<file path="src/rtl/i2s_rx_pkg.sv">
// i2s_rx_pkg: shared types and constants for the I2S slave receiver.
package i2s_rx_pkg;

    localparam int unsigned SYNC_STAGES = 2;
    localparam int unsigned DATA_W_DEF  = 16;

    // Receiver framing state.
    typedef enum logic [1:0] {
        SYNC  = 2'd0,
        LEFT  = 2'd1,
        RIGHT = 2'd2
    } rx_state_t;

    // Default-width stereo pair; modules with another DATA_W declare their own.
    typedef struct packed {
        logic [DATA_W_DEF-1:0] left;
        logic [DATA_W_DEF-1:0] right;
    } pair_def_t;

endpackage

</file>
<file path="src/rtl/i2s_rx_fifo.sv">
// i2s_rx_fifo: synchronous FIFO of stereo pairs (used with I2S_RX_FIFO_EN).
// A push while full is dropped unless a pop happens in the same cycle.
module i2s_rx_fifo
    import i2s_rx_pkg::*;
#(
    parameter int unsigned DEPTH  = 4,
    parameter type         pair_t = pair_def_t
) (
    input  logic  i_clk,
    input  logic  i_rst_n,
    input  logic  i_push,
    input  pair_t i_data,
    input  logic  i_pop,
    output pair_t o_data,
    output logic  o_empty,
    output logic  o_full
);

    localparam int unsigned PTR_W = $clog2(DEPTH);
    localparam int unsigned CNT_W = PTR_W + 1;

    pair_t             mem_q [DEPTH];
    pair_t             mem_d [DEPTH];
    logic [PTR_W-1:0]  wr_ptr_q, wr_ptr_d;
    logic [PTR_W-1:0]  rd_ptr_q, rd_ptr_d;
    logic [CNT_W-1:0]  count_q, count_d;
    logic              do_push_c;
    logic              do_pop_c;

    assign o_empty = (count_q == '0);
    assign o_full  = (count_q == CNT_W'(DEPTH));
    assign o_data  = mem_q[rd_ptr_q];

    // Next-state for storage, pointers and occupancy.
    always_comb begin
        mem_d     = mem_q;
        wr_ptr_d  = wr_ptr_q;
        rd_ptr_d  = rd_ptr_q;
        count_d   = count_q;
        do_pop_c  = i_pop & ~o_empty;
        do_push_c = i_push & (~o_full | do_pop_c);
        if (do_push_c) begin
            mem_d[wr_ptr_q] = i_data;
            wr_ptr_d        = wr_ptr_q + PTR_W'(1);
        end
        if (do_pop_c) begin
            rd_ptr_d = rd_ptr_q + PTR_W'(1);
        end
        case ({do_push_c, do_pop_c})
            2'b10:   count_d = count_q + CNT_W'(1);
            2'b01:   count_d = count_q - CNT_W'(1);
            default: count_d = count_q;
        endcase
    end

    // FIFO registers.
    always_ff @(posedge i_clk or negedge i_rst_n) begin
        if (!i_rst_n) begin
            for (int i = 0; i < int'(DEPTH); i++) begin
                mem_q[i] <= '0;
            end
            wr_ptr_q <= '0;
            rd_ptr_q <= '0;
            count_q  <= '0;
        end else begin
            mem_q    <= mem_d;
            wr_ptr_q <= wr_ptr_d;
            rd_ptr_q <= rd_ptr_d;
            count_q  <= count_d;
        end
    end

endmodule

</file>
<file path="src/rtl/i2s_rx.sv">
// i2s_rx: I2S slave receiver. Oversamples SCK/WS/SD in i_clk, deserialises
// left/right words MSB-first and presents stereo pairs on a valid/ready stream.
// Build option I2S_RX_FIFO_EN buffers FIFO_DEPTH pairs; otherwise a single
// holding register is used.
module i2s_rx
    import i2s_rx_pkg::*;
#(
    parameter int unsigned DATA_W     = 16,
    parameter int unsigned FIFO_DEPTH = 4
) (
    input  logic              i_clk,
    input  logic              i_rst_n,
    input  logic              i_en,
    input  logic              i_sck,
    input  logic              i_ws,
    input  logic              i_sd,
    output logic              o_valid,
    input  logic              i_ready,
    output logic [DATA_W-1:0] o_left,
    output logic [DATA_W-1:0] o_right,
    output logic              o_ovf,
    input  logic              i_ovf_clr
);

    localparam int unsigned CNT_W = $clog2(DATA_W + 1);

    typedef struct packed {
        logic [DATA_W-1:0] left;
        logic [DATA_W-1:0] right;
    } pair_t;

    if (FIFO_DEPTH < 2 || (FIFO_DEPTH & (FIFO_DEPTH - 1)) != 0) begin : g_bad_depth
        $error("i2s_rx: FIFO_DEPTH must be a power of two >= 2");
    end

    logic [SYNC_STAGES-1:0] sck_sync_q, sck_sync_d;
    logic [SYNC_STAGES-1:0] ws_sync_q,  ws_sync_d;
    logic [SYNC_STAGES-1:0] sd_sync_q,  sd_sync_d;
    logic                   sck_dly_q,  sck_dly_d;
    logic                   ws_cur_q,   ws_cur_d;
    logic                   bit_evt_c;
    logic                   ws_s_c;
    logic                   sd_s_c;

    rx_state_t              state_q, state_d;
    logic [DATA_W-1:0]      word_q, word_d;
    logic [DATA_W-1:0]      left_hold_q, left_hold_d;
    logic [CNT_W-1:0]       cnt_q, cnt_d;
    logic [DATA_W-1:0]      word_ins_c;
    logic [CNT_W-1:0]       cnt_inc_c;
    logic                   ws_rise_c;
    logic                   ws_fall_c;
    logic                   push_c;
    pair_t                  push_pair_c;

    logic                   pop_c;
    logic                   ovf_evt_c;
    logic                   ovf_q, ovf_d;

    // Synchroniser chains plus one extra SCK stage for rising-edge detection.
    always_comb begin
        sck_sync_d = {sck_sync_q[SYNC_STAGES-2:0], i_sck};
        ws_sync_d  = {ws_sync_q[SYNC_STAGES-2:0],  i_ws};
        sd_sync_d  = {sd_sync_q[SYNC_STAGES-2:0],  i_sd};
        sck_dly_d  = sck_sync_q[SYNC_STAGES-1];
        ws_s_c     = ws_sync_q[SYNC_STAGES-1];
        sd_s_c     = sd_sync_q[SYNC_STAGES-1];
        bit_evt_c  = sck_sync_q[SYNC_STAGES-1] & ~sck_dly_q;
        ws_cur_d   = bit_evt_c ? ws_s_c : ws_cur_q;
        ws_rise_c  = ~ws_cur_q & ws_s_c;
        ws_fall_c  = ws_cur_q & ~ws_s_c;
    end

    // Framing FSM: shift bits of the channel owning the slot, latch words on WS change.
    always_comb begin
        state_d     = state_q;
        word_d      = word_q;
        cnt_d       = cnt_q;
        left_hold_d = left_hold_q;
        push_c      = 1'b0;
        word_ins_c  = word_q;
        for (int i = 0; i < int'(DATA_W); i++) begin
            if (cnt_q == CNT_W'(DATA_W - 1 - i)) begin
                word_ins_c[i] = sd_s_c;
            end
        end
        cnt_inc_c         = (cnt_q == CNT_W'(DATA_W)) ? cnt_q : cnt_q + CNT_W'(1);
        push_pair_c.left  = left_hold_q;
        push_pair_c.right = word_ins_c;

        if (!i_en) begin
            state_d = SYNC;
            word_d  = '0;
            cnt_d   = '0;
        end else if (bit_evt_c) begin
            case (state_q)
                SYNC: begin
                    if (ws_fall_c) begin
                        word_d  = '0;
                        cnt_d   = '0;
                        state_d = LEFT;
                    end
                end
                LEFT: begin
                    if (ws_rise_c) begin
                        left_hold_d = word_ins_c;
                        word_d      = '0;
                        cnt_d       = '0;
                        state_d     = RIGHT;
                    end else begin
                        word_d = word_ins_c;
                        cnt_d  = cnt_inc_c;
                    end
                end
                RIGHT: begin
                    if (ws_fall_c) begin
                        push_c  = 1'b1;
                        word_d  = '0;
                        cnt_d   = '0;
                        state_d = LEFT;
                    end else begin
                        word_d = word_ins_c;
                        cnt_d  = cnt_inc_c;
                    end
                end
                default: begin
                    state_d = SYNC;
                    word_d  = '0;
                    cnt_d   = '0;
                end
            endcase
        end
    end

`ifdef I2S_RX_FIFO_EN
    pair_t head_c;
    logic  empty_c;
    logic  full_c;

    i2s_rx_fifo #(
        .DEPTH  (FIFO_DEPTH),
        .pair_t (pair_t)
    ) u_fifo (
        .i_clk   (i_clk),
        .i_rst_n (i_rst_n),
        .i_push  (push_c),
        .i_data  (push_pair_c),
        .i_pop   (pop_c),
        .o_data  (head_c),
        .o_empty (empty_c),
        .o_full  (full_c)
    );

    assign pop_c     = ~empty_c & i_ready;
    assign ovf_evt_c = push_c & full_c & ~pop_c;
    assign o_valid   = ~empty_c;
    assign o_left    = head_c.left;
    assign o_right   = head_c.right;
`else
    logic  valid_q, valid_d;
    pair_t pair_q, pair_d;

    // Single holding register: accept a pair when empty or being popped.
    always_comb begin
        valid_d   = valid_q;
        pair_d    = pair_q;
        ovf_evt_c = 1'b0;
        pop_c     = valid_q & i_ready;
        if (pop_c) begin
            valid_d = 1'b0;
        end
        if (push_c) begin
            if (!valid_q || pop_c) begin
                pair_d  = push_pair_c;
                valid_d = 1'b1;
            end else begin
                ovf_evt_c = 1'b1;
            end
        end
    end

    // Holding register flops.
    always_ff @(posedge i_clk or negedge i_rst_n) begin
        if (!i_rst_n) begin
            valid_q <= 1'b0;
            pair_q  <= '0;
        end else begin
            valid_q <= valid_d;
            pair_q  <= pair_d;
        end
    end

    assign o_valid = valid_q;
    assign o_left  = pair_q.left;
    assign o_right = pair_q.right;
`endif

    // Sticky overflow; a new overflow wins over a same-cycle clear.
    always_comb begin
        ovf_d = ovf_q;
        if (ovf_evt_c) begin
            ovf_d = 1'b1;
        end else if (i_ovf_clr) begin
            ovf_d = 1'b0;
        end
    end

    assign o_ovf = ovf_q;

    // Capture, FSM and flag registers.
    always_ff @(posedge i_clk or negedge i_rst_n) begin
        if (!i_rst_n) begin
            sck_sync_q  <= '0;
            ws_sync_q   <= '0;
            sd_sync_q   <= '0;
            sck_dly_q   <= 1'b0;
            ws_cur_q    <= 1'b0;
            state_q     <= SYNC;
            word_q      <= '0;
            cnt_q       <= '0;
            left_hold_q <= '0;
            ovf_q       <= 1'b0;
        end else begin
            sck_sync_q  <= sck_sync_d;
            ws_sync_q   <= ws_sync_d;
            sd_sync_q   <= sd_sync_d;
            sck_dly_q   <= sck_dly_d;
            ws_cur_q    <= ws_cur_d;
            state_q     <= state_d;
            word_q      <= word_d;
            cnt_q       <= cnt_d;
            left_hold_q <= left_hold_d;
            ovf_q       <= ovf_d;
        end
    end

endmodule

</file>
<file path="config.mk">
export PLATFORM = sky130hd
export DESIGN_NAME = i2s_rx
export DESIGN_NICKNAME = d
export VERILOG_FILES = /design/src/rtl/i2s_rx_pkg.sv /design/src/rtl/i2s_rx_fifo.sv /design/src/rtl/i2s_rx.sv
export SDC_FILE = /design/constraint.sdc
export NUM_CORES = 1
export LEC_CHECK = 0
export CORE_MARGIN = 3
export CORE_UTILIZATION = 39
export DETAILED_ROUTE_END_ITERATION = 10
export DONT_BUFFER_PORTS = 1
export PLACE_DENSITY = 0.56
export SYNTH_ARGS = -nofsm -noshare
export SYNTH_HDL_FRONTEND = slang
export SYNTH_HIERARCHICAL = 1
export SYNTH_SLANG_ARGS = --single-unit
</file>
<file path="constraint.sdc">
create_clock -name i_clk -period 1.8 [get_ports i_clk]
set_clock_uncertainty 0.05 [all_clocks]
set_input_delay 0.45 -clock i_clk [delete_from_list [all_inputs] [get_ports i_clk]]
set_output_delay 0.45 -clock i_clk [all_outputs]
set_load 0.02 [all_outputs]
</file>
==> results of run 1 <==
## timing repair
action,in CTS,in global routing
endpoints found under the hold margin,81,81
setup buffers,2,4
setup endpoints to repair,29,63
gates cloned,1,3
resized for setup,8,52
pin swaps,1,5
## Yosys cell counts (all sizes together)
cell and instances:
a211o 2, a22oi 1, o22ai 2, a221o 1, or2 2, mux2 17, nand2 22, nor2 34
inv 8, and3 3, nor2b 3, and2 1, buf 14, o211ai 1, or2b 1, nor4b 3
nor4bb 6, a32o 1, a31oi 3, clkbuf 6, dfrtp 81, nor3 6, o21ai 1, or3 1
nand4 3, nand3 2, a21oi 31, a22o 2, o31ai 17, ha 10, nand3b 1, mux2i 17
nand2b 4, nor4 1, a221oi 1
## per-layer routing
metal / share of wire (%) / track usage [%] / up-vias
met4: 1.5 / 5.75 / 0
met3: 4.2 / 3.96 / 12
met1: 47 / 21.3 / 1202
met2: 47 / 23.1 / 41
met5: 0 / 0 / -
li1: - / - / 1166
## worst min-delay path by stage
stage                       to  slack (ns)    start  depth (start not counted)
2_1_floorplan         cnt_q[0]        0.10  i_rst_n                          0
3_3_place_gp        state_q[1]        0.11  i_rst_n                          0
3_5_place_dp        state_q[1]        0.11  i_rst_n                          0
4_1_cts        left_hold_q[13]       -0.29  i_rst_n                          0
5_1_grt         left_hold_q[6]       -0.30  i_rst_n                          0
6_report            o_right[6]       -0.28  i_rst_n                          0
## flip-flops by register name, summed over array words and instances, names as in the netlist
signal / count
state_q: 2
o_valid: 1
left_hold_q: 16
o_right: 16
o_left: 16
cnt_q: 5
word_q: 16
o_ovf: 1
sck_dly_q: 1
ws_sync_q: 2
sd_sync_q: 2
ws_cur_q: 1
sck_sync_q: 2
## power groups by stage
stage | registers, mW | logic [mW] | clock network (mW)
floorplan | 1.96 | 0.132 | 0
finish | 1.94 | 0.198 | 1.26
global route | 1.96 | 0.222 | 1.38
CTS | 1.94 | 0.181 | 1.30
global placement | 1.98 | 0.168 | 0
detailed placement | 1.98 | 0.171 | 0
## final cells by class
cell class | instances | area [µm²]
well taps | 108 | 135
flip-flops and latches | 81 | 2030
inverters | 8 | 32.5
fillers | 801 | 4340
clock inverters | 6 | 48.8
multi-input cells | 200 | 1650
clock buffers | 10 | 138
repair buffers | 44 | 470
## logic make-up (layout without fill, tap and decap cells)
logic type | count (synthesis) | in the layout | synth area share (%)
compound gates | 63 | 63 | 12.4
fa+ha+maj | 10 | 10 | 3.47
mux | 34 | 34 | 10.0
buf+inv | 28 | 68 | 4.10
simple gates | 93 | 93 | 13.8
flops | 81 | 81 | 56.2
==> impl_metrics.csv, run 1 <==
group,metric,value,unit
run_status,status,"complete, but fails checks",
run_status,violations,"negative hold slack",
floorplanning,dieArea,10400,µm²
critical_path,required,1.99,ns
critical_path,arrival,1.96,ns
critical_path,setup.worst_path.start_class,"register",
timing,fin_crit_sh,97.9,%
cts,cts.sinks,81,
power,power_leakage,1.99,nW
timing,setup_ws,0.0376,ns
final_layout,drive_gt1_share,36.4,%
critical_path,r2r-start,"state_q[0]",
critical_path,crit_slowest_cell,"dfrtp_1",
routing,vias_per_cell,5.30,
cts,clockBufferDepth,2,
yosys,synthTopCellsByArea,"dfrtp_1 56%, mux2_2 5.3%, mux2i_1 4.7%, a21oi_1 4.2%, nor2_1 3.5%",
floorplanning,die_w,102,µm
critical_path,worst-path-buf-inv,4,
final_layout,num_antenna_cells,0,
timing,tightest_slew,0.552,ns
final_layout,post-route-util,51.0,%
yosys,yosys.area.top_type_share,56.3,%
power,p_sw,0.864,mW
hold_path,holdCritPathClass,"in -> async",
critical_path,cp_top_family,"buffers and inverters",
routing,postRouteAntennaNets,0,
routing,drcViolationCount,0,
timing,clock.fmax,567,MHz
floorplanning,pin_count,42,
grt,overflow,0,
timing,setup_violations,0,
critical_path,critPathKind,"reg -> reg",
power,p_seq_share,57.2,%
critical_path,max_stage_delay,0.40,ns
power,netSwitchingFraction,25.4,%
timing,tns,0,ns
yosys,ys_warn_count,6,
cts,ctsHtreeMaxLevel,3,
placed_design,dp.cells,431,
critical_path,r2r_slack,0.04,ns
yosys,ys_ff_latch,81,
critical_path,startpoint,"state_q[0]",
floorplanning,start_util,40.7,%
final_layout,area_growth,25.1,%
critical_path,cp-end-kind,"register",
routing,post_drt_wl_per_cell,17.1,µm
grt,grt_pass1_wl,12.4,mm
timing,period_needed,1.76,ns
flow_run,cap_violations,0,
power,total_power,3.40,mW
cts,cts_tree,"yes",
floorplanning,die_y,102,µm
final_layout,final_cell_area,4510,µm²
routing,first_pass_iters,4,
floorplanning,std_cell_rows,34,
placed_design,dpl-instance-area,3930,µm²
critical_path,crit_end,"o_left[0]",
timing,hold_ws,-0.277,ns
placed_design,dp_slack,-0.0338,ns
cts,cts_inserted_buffers,9,
power,p_comb_share,5.8,%
yosys,syn-cell-area,3600,µm²
grt,grt_max_degree,82,
grt,grt_pass1_vias,2418,
yosys,synth_area_per_cell,11.7,µm²
routing,drtIter0Drc,76,
timing,rsz0062_at_grt,"true",
final_layout,final_nets,362,
power,power_density,753,nW/µm²
critical_path,cp_max_fo,9,
critical_path,path_cells,"inv_2, ha_4, inv_4, nor4b_4, buf_6, buf_12, mux2_2",
power,ir_drop,0.354,mV
power,clock_power_share,37.0,%
final_layout,mostFrequentLayoutCells,"78 x dfrtp_1, 30 x nor2_1, 30 x buf_4, 28 x a21oi_1, 21 x nand2_1",
routing,drt_wl_total,7.80,mm
yosys,synth_nets,327,
cts,clk_latency,0.36,ns
cts,root_buffer,"clkbuf_8",
yosys,synthCells,309,
floorplanning,coreArea,8850,µm²
yosys,seq_area_frac_synth,56.3,%
placed_design,hpwl,4.63,mm
final_layout,mostFrequentLayoutCell,"dfrtp_1",
routing,via_count,2421,
placed_design,io_buffers,0,
cts,clk_pin_slew,0.09,ns
timing,slew_headroom,63.2,%
timing,hold_violations,81,
power,intPower,2.53,mW
final_layout,instances_no_fill,457,
yosys,yosysTopAreaCell,"dfrtp_1",
grt,track_usage,15.3,%
placed_design,gp_congestion,0.734,
yosys,ys_types,43,
timing,maxSlewViolCount,0,
critical_path,reg2regPathDepth,7,
critical_path,r2r_end,"o_left[0]",
grt,antenna_found_initial,0,
critical_path,cp.depth,7,
Power figures use the tool's default switching activity.
==> run 2, diff against run 1 <==
Settings changed: SKIP_CTS_REPAIR_TIMING set to 1.
==> impl_metrics.csv, run 2 (synthesis results as in run 1) <==
group,metric,value,unit
routing,post_drt_wl_per_cell,16.8,µm
timing,hold_violations,81,
placed_design,io_buffers,0,
cts,ctsHtreeMaxLevel,3,
floorplanning,pin_count,42,
placed_design,gp_congestion,0.734,
timing,hold_ws,-0.264,ns
grt,grt_pass1_vias,2353,
cts,clockBufferDepth,2,
grt,grt_max_degree,82,
grt,antenna_found_initial,0,
floorplanning,dieArea,10400,µm²
cts,cts_inserted_buffers,9,
routing,postRouteAntennaNets,0,
routing,first_pass_iters,4,
final_layout,final_nets,362,
critical_path,critPathKind,"reg -> reg",
final_layout,instances_no_fill,457,
critical_path,required,2.00,ns
timing,period_needed,1.77,ns
timing,tightest_slew,0.556,ns
final_layout,multi_input_area,1670,µm²
cts,clk_pin_slew,0.09,ns
final_layout,drive_gt1_share,35.2,%
routing,drcViolationCount,0,
power,ir_drop,0.371,mV
critical_path,cp_max_fo,5,
cts,cts.sinks,81,
routing,drt_wl_total,7.68,mm
timing,slew_headroom,62.9,%
final_layout,post-route-util,50.8,%
hold_path,holdCritPathClass,"in -> async",
timing,rsz0062_at_grt,"true",
timing,setup_violations,0,
critical_path,setup.worst_path.start_class,"register",
grt,overflow,0,
routing,drtIter0Drc,58,
cts,root_buffer,"clkbuf_8",
critical_path,arrival,1.97,ns
power,power_leakage,1.99,nW
flow_run,cap_violations,0,
placed_design,dp.cells,431,
timing,maxSlewViolCount,0,
floorplanning,coreArea,8850,µm²
timing,fin_crit_sh,98.3,%
final_layout,fillCellCount,806,
critical_path,cp-end-kind,"register",
cts,cts_tree,"yes",
grt,grt_pass1_wl,12.0,mm
power,power_density,755,nW/µm²
routing,vias_per_cell,5.29,
floorplanning,die_y,102,µm
final_layout,num_antenna_cells,0,
routing,via_count,2418,
critical_path,r2r_slack,0.03,ns
cts,clk_latency,0.36,ns
placed_design,hpwl,4.63,mm
grt,track_usage,14.7,%
run_status,violations,"negative hold slack",
floorplanning,start_util,40.7,%
floorplanning,die_w,102,µm
run_status,status,"complete, but fails checks",
final_layout,mostFrequentLayoutCells,"78 x dfrtp_1, 33 x nor2_1, 33 x buf_4, 30 x a21oi_1, 21 x nand2_1",
timing,clock.fmax,565,MHz
final_layout,area_growth,24.7,%
final_layout,final-seq-area,2030,µm²
floorplanning,std_cell_rows,34,
final_layout,mostFrequentLayoutCell,"dfrtp_1",
-- run 2: changes by cell type in the layout (fill, tap and decap cells not counted), sizes merged --
cell	delta
buf	-1
clkbuf	+1
-- run 2: final cells by class --
type,count,share of cell area [%]
tap,108,3.01
sequential,81,45.2
inverter,8,0.668
timing repair buffer,44,9.77
clock buffer,10,3.06
multi-input combinational,200,37.2
clock inverter,6,1.09
-- run 2: routing by layer --
layer  track usage, %  vias to the layer above  routed length, µm  part of all wire [%]
li1                 -                     1159                  -                     -
met1             20.8                     1207               3630                    47
met2             21.7                       40               3640                    47
met3             3.96                       12                299                   3.9
met4             5.75                        0                110                   1.4
met5                0                        -                  0                     0
-- run 2: worst paths after layout --
| check | from | end | cells after the start |
|---|---|---|---|
| hold reg to reg | ws_sync_q[0] | ws_sync_q[1] | 0 |
| setup reg to reg | ws_sync_q[1] | o_left[9] | 5 |
| max in group asynchronous | i_rst_n | left_hold_q[11] | 0 |
| setup / recovery | ws_sync_q[1] | o_left[9] | 5 |
| min in group i_clk | i_ws | ws_sync_q[0] | 0 |
| hold / removal | i_rst_n | left_hold_q[1] | 0 |
-- run 2: power breakdown --
group | leakage (nW) | total, mW | switching, mW | internal (mW)
sequential | 1.10 | 1.94 | 0.0534 | 1.89
combinational | 0.802 | 0.199 | 0.107 | 0.0919
clock | 0.0855 | 1.25 | 0.699 | 0.550
total | 1.99 | 3.39 | 0.859 | 2.53
-- run 2: critical path, cell delays in order (launching register included) --
cell and delay [ns]:
dfrtp_1 0.39, or2b_4 0.27, nor4b_4 0.31, buf_6 0.19, clkbuf_16 0.16, mux2_4 0.30
-- run 2: through the flow --
stage                     total power, mW  worst slack (ns)  cell area (µm²)  setup TNS [ns]
after global placement               2.15            0.0186             3930               0
after floorplan                      2.10            0.0531             3610               0
after detailed placement             2.15           -0.0338             3930          -0.344
after CTS                            3.41           -0.0544             4110          -0.767
after global routing                 3.56           -0.0206             4490          -0.178
final                                3.39            0.0300             4490               0
